<file path="src/rtl/uart_pkg.sv">
// Shared UART definitions: receiver state encoding and default divisor.
package uart_pkg;

  typedef enum logic [1:0] {
    IDLE,
    START,
    DATA,
    STOP
  } rx_state_t;

  localparam int unsigned BAUD_DIV_DFLT = 2604;
  localparam int unsigned BAUD_CNT_W    = 12;
  localparam int unsigned BIT_CNT_W     = 4;
  localparam int unsigned DATA_BITS     = 8;

endpackage

</file>
<file path="src/rtl/sync2.sv">
// Two-flop synchronizer for asynchronous single-bit inputs; both flops reset to RST_VAL.
module sync2 #(
  parameter logic RST_VAL = 1'b1
) (
  input  logic clk,
  input  logic rst_n,
  input  logic d,
  output logic q
);

  logic meta;

  always_ff @(posedge clk or negedge rst_n) begin
    if (!rst_n) begin
      meta <= RST_VAL;
      q    <= RST_VAL;
    end else begin
      meta <= d;
      q    <= meta;
    end
  end

endmodule

</file>
<file path="src/rtl/uart_rx.sv">
// 8N1 UART receiver: mid-bit sampling, byte-ready level flag and framing-error pulse.
module uart_rx
  import uart_pkg::*;
#(
  parameter int unsigned BAUD_DIV = BAUD_DIV_DFLT
) (
  input  logic       clk,
  input  logic       rst_n,
  input  logic       RX,
  input  logic       clr_rdy,
  output logic [7:0] cmd,
  output logic       rdy,
  output logic       frm_err
);

  localparam logic [BAUD_CNT_W-1:0] HALF_LOAD = BAUD_CNT_W'(BAUD_DIV / 2);
  localparam logic [BAUD_CNT_W-1:0] BIT_LOAD  = BAUD_CNT_W'(BAUD_DIV - 1);
  localparam logic [BIT_CNT_W-1:0]  LAST_BIT  = BIT_CNT_W'(DATA_BITS - 1);

  rx_state_t             state;
  logic [BAUD_CNT_W-1:0] baud_cnt;
  logic [BIT_CNT_W-1:0]  bit_cnt;
  logic [8:0]            shreg;
  logic                  rx_s;
  logic [1:0]            sync_vld;
  logic                  rx_prev;
  logic                  rx_fall;
  logic                  sample;

  sync2 #(.RST_VAL(1'b1)) u_sync (
    .clk   (clk),
    .rst_n (rst_n),
    .d     (RX),
    .q     (rx_s)
  );

  // rx_prev only records a high level once the synchronizer holds real line
  // samples, so a line that is already low at reset release never looks like
  // a falling edge.
  always_ff @(posedge clk or negedge rst_n) begin
    if (!rst_n) begin
      sync_vld <= '0;
      rx_prev  <= 1'b0;
    end else begin
      sync_vld <= {sync_vld[0], 1'b1};
      rx_prev  <= rx_s & sync_vld[1];
    end
  end

  always_comb begin
    rx_fall = rx_prev & ~rx_s;
    sample  = (baud_cnt == '0);
  end

  always_ff @(posedge clk or negedge rst_n) begin
    if (!rst_n) begin
      state    <= IDLE;
      baud_cnt <= '0;
      bit_cnt  <= '0;
      shreg    <= '0;
      cmd      <= '0;
      rdy      <= 1'b0;
      frm_err  <= 1'b0;
    end else begin
      frm_err <= 1'b0;
      // Clear first so a same-cycle set further down takes priority.
      if (clr_rdy) rdy <= 1'b0;

      case (state)
        IDLE: begin
          if (rx_fall) begin
            baud_cnt <= HALF_LOAD;
            state    <= START;
          end
        end

        START: begin
          if (sample) begin
            if (rx_s) begin
              state <= IDLE;
            end else begin
              baud_cnt <= BIT_LOAD;
              bit_cnt  <= '0;
              rdy      <= 1'b0;
              state    <= DATA;
            end
          end else begin
            baud_cnt <= baud_cnt - 1'b1;
          end
        end

        DATA: begin
          if (sample) begin
            shreg    <= {shreg[8], rx_s, shreg[7:1]};
            bit_cnt  <= bit_cnt + 1'b1;
            baud_cnt <= BIT_LOAD;
            if (bit_cnt == LAST_BIT) state <= STOP;
          end else begin
            baud_cnt <= baud_cnt - 1'b1;
          end
        end

        STOP: begin
          if (sample) begin
            shreg[8] <= rx_s;
            if (rx_s) begin
              cmd <= shreg[7:0];
              rdy <= 1'b1;
            end else begin
              frm_err <= 1'b1;
            end
            state <= IDLE;
          end else begin
            baud_cnt <= baud_cnt - 1'b1;
          end
        end

        default: state <= IDLE;
      endcase
    end
  end

endmodule

</file>
<file path="config.mk">
export PLATFORM = sky130hd
export DESIGN_NAME = uart_rx
export DESIGN_NICKNAME = d
export VERILOG_FILES = /design/src/rtl/uart_pkg.sv /design/src/rtl/sync2.sv /design/src/rtl/uart_rx.sv
export SDC_FILE = /design/constraint.sdc
export NUM_CORES = 1
export LEC_CHECK = 0
export CAP_MARGIN = 20
export CELL_PAD_IN_SITES_DETAIL_PLACEMENT = 1
export CELL_PAD_IN_SITES_GLOBAL_PLACEMENT = 2
export CORE_MARGIN = 2
export CORE_UTILIZATION = 41
export CTS_BUF_LIST = sky130_fd_sc_hd__clkbuf_8 sky130_fd_sc_hd__clkbuf_16
export DETAILED_ROUTE_END_ITERATION = 6
export GPL_ROUTABILITY_DRIVEN = 0
export PLACE_DENSITY_LB_ADDON = 0.1
export SYNTH_ARGS = -nofsm -noshare
export SYNTH_HDL_FRONTEND = slang
export SYNTH_SLANG_ARGS = --single-unit
</file>
<file path="constraint.sdc">
create_clock -name clk -period 4.05 [get_ports clk]
set_input_delay 0.81 -clock clk [delete_from_list [all_inputs] [get_ports clk]]
set_output_delay 0.81 -clock clk [all_outputs]
set_load 0.05 [all_outputs]
</file>
; After elaboration in Yosys (flattened, before gate mapping)
; Cells that the tools add are included.
[totals]
regBits = 41
latch_bits = 0
ramBits = 0
romBits = 0
output_inout_bits = 10
memories = 0
[op_classes]
add_sub_neg = 2
multipliers = 0
n_div = 0
order_cmp = 0
eq_ne = 12
shift = 0
mux = 26
bitwise_logic = 3
reduce_logical = 8
[op_table]
columns = op, count
row1 = 12-bit 2-to-1 mux, 5
row2 = 12-bit one-hot mux with 4 select lines, 1
row3 = 2-bit inequality test (second input constant), 7
row4 = 12-bit logical NOT, 1
row5 = 2-bit 2-to-1 mux, 6
row6 = 4-bit 2-to-1 mux, 3
row7 = 12-bit by 1-bit subtractor with 12-bit output (second input constant), 1
row8 = 1-bit 2-to-1 mux, 8
row9 = 2-bit one-hot mux with 4 select lines, 1
row10 = 4-bit one-hot mux with 2 select lines, 1
row11 = 3-bit AND reduction, 2
row12 = 5-bit AND reduction, 1
row13 = 4-bit by 1-bit adder with 4-bit output (second input constant), 1
row14 = 2-bit equality test (second input constant), 2
row15 = 4-bit by 3-bit equality test with 1-bit output (second input constant), 1
row16 = 4-bit AND reduction, 1
row17 = 3-bit inequality test (second input constant), 1
row18 = 1-bit bitwise AND, 2
row19 = 2-bit by 1-bit equality test with 1-bit output (second input constant), 1
row20 = 2-bit logical NOT, 1
row21 = 1-bit one-hot mux with 2 select lines, 1
row22 = 2-bit AND reduction, 1
row23 = 2-bit nonzero test, 1
row24 = 1-bit inverter, 1

; Longest topological paths before layout
[logic_depth]
word_depth = 4
ltp_mapped = 9
mapped_depth_nobuf = 7

; By module
; Synthesis repeated with hierarchy kept, for this count alone.
[unflattened]
hier_cells = 209
area_unflattened_um2 = 2198.4
[by_module_without_submodules]
columns = mod, n_inst, cells_per_inst, area_each_um2, seq_area_each_um2
row1 = uart_rx, 1, 207, 2145.8, 975.9
row2 = sync2, 1, 2, 52.6, 52.6

; Worst setup path before layout
; OpenSTA, ideal clock, no wires.
[synth_timing]
path_type = register to register
start = register state[0]
end = register baud_cnt[11]
setup_time_ps = 96
arrival_ps = 1947
required_ps = 3954
path_slack_ps = 2007
path_stages_with_launch = 9
path_buffers = 2
synth_period_minus_slack_ps = 2043
cell_sequence = dfrtp_1 > inv_1 > ha_1 > buf_4 > nor2_1 > or2_1 > clkbuf_1 > or4_1 > o31ai_1
[synth_between]
elab_chain_cells = 3
[synth_rtl]
columns = element, line
row1 = from (decl), uart_rx.sv:20  ; rx_state_t state;
row2 = from (signal assigned), uart_rx.sv:57  ; state <= IDLE;
row3 = from (signal assigned), uart_rx.sv:73  ; state <= START;
row4 = from (signal assigned), uart_rx.sv:80  ; state <= IDLE;
row5 = "2-bit by 1-bit equality test with 1-bit output, or another cell as far along", uart_rx.sv:69  ; case (state)
row6 = 3-bit inequality test (no source line) / 2-bit inequality test (equally long branches), --
row7 = 3-bit AND reduction (no source line), --
row8 = to (signal assigned), uart_rx.sv:88  ; baud_cnt <= baud_cnt - 1'b1;
row9 = to (signal assigned), uart_rx.sv:99  ; baud_cnt <= baud_cnt - 1'b1;
row10 = to (signal assigned), uart_rx.sv:114  ; baud_cnt <= baud_cnt - 1'b1;
row11 = to (decl), uart_rx.sv:21  ; logic [BAUD_CNT_W-1:0] baud_cnt;
; Several ways; a longest one is shown, not always the timed one.
; A chain may end at the register's enable or synchronous reset.

; Worst setup path after layout
[layout_timing]
start = register baud_cnt[0]
end = register bit_cnt[3]
[layout_between]
elab_chain_cells = 3
[layout_rtl]
columns = element, line
row1 = 12-bit logical NOT (*), uart_rx.sv:52  ; sample = (baud_cnt == '0);
row2 = 2-bit inequality test (no source line), --
row3 = 4-bit AND reduction (no source line) (*), --
row4 = to (signal assigned), uart_rx.sv:95  ; bit_cnt <= bit_cnt + 1'b1;
row5 = to (decl), uart_rx.sv:22  ; logic [BIT_CNT_W-1:0] bit_cnt;
; Every way passes the cells marked *; elsewhere a longest branch is shown, timed or not.

==> results.sh <==
export IMPL_status="finished clean"
export IMPL_first_pass_iters=4
export IMPL_finalSetupViolCount=0
export IMPL_fin_area_mm2=0.00238
export IMPL_period_needed_ns=2.53
export IMPL_hold_buffers=0
export IMPL_cp_arrival_ns=2.76
export IMPL_met3_usage=0.0437
export IMPL_drc=0
export IMPL_yosysWarningCount=0
export IMPL_route_final_wire_length_mm=5.19
export IMPL_clk_pin_slew_worst_paths_ns=0.08
export IMPL_critPathTopFamily="simple AND/OR/NAND/NOR gates"
export IMPL_die_y_um=75.6
export IMPL_use_met2=0.317
export IMPL_min_from="u_sync.meta$_DFF_PN1_"
export IMPL_cp_end_kind="flop"
export IMPL_regArea_mm2=0.00103
export IMPL_tritoncts="built"
export IMPL_die_area_mm2=0.00572
export IMPL_required_ns=4.29
export IMPL_first_global_vias=1662
export IMPL_r2r_start="baud_cnt[0]$_DFFE_PN0P_"
export IMPL_ys_types=49
export IMPL_worstRegToRegCells=7
export IMPL_drt_initial_drc_count=115
export IMPL_ctsResizeCount=0
export IMPL_ys_async_sr_fraction=1.00
export IMPL_synth_seq_cells=41
export IMPL_io_buffer_count=13
export IMPL_num_vias=1597
export IMPL_reg2reg_to="bit_cnt[3]$_DFFE_PN0P_"
export IMPL_fin_crit_sh=0.624
export IMPL_top_usage_layer="met2"
export IMPL_synth_edff_count=0
export IMPL_syn_avg_cell_area_um2=10.5
export IMPL_cts_setup_buffers=0
export IMPL_layout_setup_ws_ns=1.52
export IMPL_cap_violations=0
export IMPL_rows=26
export IMPL_hp_class="reg2reg"
export IMPL_syn_nets=212
export IMPL_hpwlAfterDp_mm=3.79
export IMPL_p_leak_nw=1.05
export IMPL_pre_cts_ws_ns=1.59
export IMPL_finalSetupTns_ns=0
export IMPL_final_common_cell="dfrtp_1"
export IMPL_clkLatencyLatePin_ns=0.30
export IMPL_antenna_left=0
export IMPL_design_portCount=14
export IMPL_die_w_um=75.6
export IMPL_grt_pass1_wl_mm=8.48
export IMPL_crit_fanout=11
export IMPL_fin_util=0.472
export IMPL_p_total_mw=1.56
export IMPL_slew_headroom=0.397
export IMPL_worst_pin_slew_ns=0.904
export IMPL_synth_main_ff_cell="dfrtp_1"
export IMPL_grt_max_degree=42
export IMPL_nNetsFinal=226
export IMPL_antenna_found_initial=0
export IMPL_antenna_cells=0
export IMPL_seq_area_frac_synth=0.489
export IMPL_layout_cells_most_common_list="dfrtp_1 (39), a21oi_1 (17), o21ai_0 (17), nand2_1 (14), mux2_2 (14)"
export IMPL_slowest_stage="and4_1"
export IMPL_critical_path_class="reg2reg"
export IMPL_initial_core_util=0.417
export IMPL_clk_path_buf_depth=2
export IMPL_power_density_mw_per_mm2=656
export IMPL_grtUsageTotal=0.203
export IMPL_postPlaceCellArea_mm2=0.00228
export IMPL_globalRouteOverflowTotal=0
export IMPL_htree_levels=2
export IMPL_ir_worst_vdd_uv=246
export IMPL_cp_num_buf_inv=1
export IMPL_routed_via_density=5.60
export IMPL_core_area_mm2=0.00504
export IMPL_syn_inst=200
export IMPL_whs_path_depth=0
export IMPL_clock_fmax_mhz=396
export IMPL_rrSetupSlack_ns=1.52
export IMPL_syn_area_mm2=0.00210
export IMPL_grtUsageMet1=0.285
export IMPL_final_layout_size_suffix_gt1_frac=0.158
export IMPL_holdPathEnd="u_sync.q$_DFF_PN1_"
export IMPL_drt_wirelength_per_cell_um=18.2
export IMPL_cp_cell_sequence="inv_1, ha_1, nor4b_4, and4_1, nand2_1, a2111oi_0, nand2b_1"
export IMPL_slowest_delay_ns=0.50
export IMPL_clkSinkCount=41
export IMPL_root_buffer="clkbuf_8"
export IMPL_final_hold_viol_count=0
export IMPL_fill_cells=588
export IMPL_multiInputGateArea_um2=980
export IMPL_area_delta_synth_final_pct=13.2
export IMPL_cp_start_kind="flop"
export IMPL_drv_slew=0
export IMPL_fin_skew_ns=0.00345
export IMPL_cts_buffers=5
export IMPL_grt_setup_unrepaired="no"
-- metrics by stage --
stage                     instances  hold WS (ns)
after detailed placement        277         0.347
after global routing            285         0.364
after floorplan                 200         0.331
final                           285         0.360
after CTS                       285         0.360
after global placement          277         0.339
-- cells by family after synthesis --
logic type,after synthesis,share of synthesized area
AOI/OAI and AO/OA,57,0.165
DFF,41,0.489
and+or+nand+nor,55,0.161
other,1,0.00178
buffers and inverters,21,0.0446
adders and majority gates,8,0.0476
muxes,17,0.0899
-- power breakdown --
| group | switching, mW | internal, mW | total [mW] |
|---|---|---|---|
| sequential | 0.0992 | 0.480 | 0.579 |
| clock | 0.155 | 0.124 | 0.280 |
| combinational | 0.454 | 0.248 | 0.702 |
| total | 0.708 | 0.852 | 1.56 |
-- registers in the layout, indices dropped and copies added (netlist names), 2 cells and up, named ones only --
name / cells
shreg: 8
bit_cnt: 4
cmd: 8
sync_vld: 2
baud_cnt: 12
-- per-layer routing --
layer	share of wire	up-vias
li1	-	755
met1	0.48	817
met2	0.48	20
met3	0.026	5
met4	0.0098	0
met5	0	-
-- final cells by class --
class,count,area share
clock buffer,5,0.0289
tap,70,0.0368
multi-input combinational,138,0.412
inverter,13,0.0205
sequential,41,0.432
clock inverter,3,0.0105
timing repair buffer,15,0.0589
-- Yosys cell counts (2+ instances only) --
cell type	instances	area [um2]
o21ai_0	17	85.1
a21oi_1	17	85.1
nor3_1	4	20.0
dfstp_2	2	52.6
buf_2	3	15.0
inv_1	13	48.8
or4_1	2	15.0
ha_1	8	100
nor4_1	3	18.8
nand3_1	6	30.0
nor2_1	12	45.0
dfrtp_1	39	976
a21boi_0	2	15.0
a2111oi_0	3	26.3
clkbuf_1	3	11.3
mux2_2	14	158
o31ai_1	2	15.0
mux2i_1	2	20.0
a31oi_1	2	12.5
nand2_1	14	52.6
o211ai_1	2	15.0
o22ai_1	3	18.8
-- worst register-to-register path: stages, from the launching register on --
cell	delay, ns
dfrtp_1	0.39
inv_1	0.14
ha_1	0.19
nor4b_4	0.30
and4_1	0.50
nand2_1	0.36
a2111oi_0	0.43
nand2b_1	0.16
-- how the worst max path moves through the flow --
stage	startpoint	end	slack, ns	cells after the start
2_1_floorplan	state[0]$_DFFE_PN0P_	baud_cnt[11]$_DFFE_PN0P_	2.01	8
3_3_place_gp	baud_cnt[0]$_DFFE_PN0P_	bit_cnt[3]$_DFFE_PN0P_	1.73	7
3_5_place_dp	baud_cnt[0]$_DFFE_PN0P_	bit_cnt[3]$_DFFE_PN0P_	1.59	7
4_1_cts	baud_cnt[0]$_DFFE_PN0P_	bit_cnt[3]$_DFFE_PN0P_	1.55	7
5_1_grt	baud_cnt[0]$_DFFE_PN0P_	bit_cnt[3]$_DFFE_PN0P_	1.21	7
6_report	baud_cnt[0]$_DFFE_PN0P_	bit_cnt[3]$_DFFE_PN0P_	1.52	7
No activity file was read; power rests on OpenSTA's default activity.
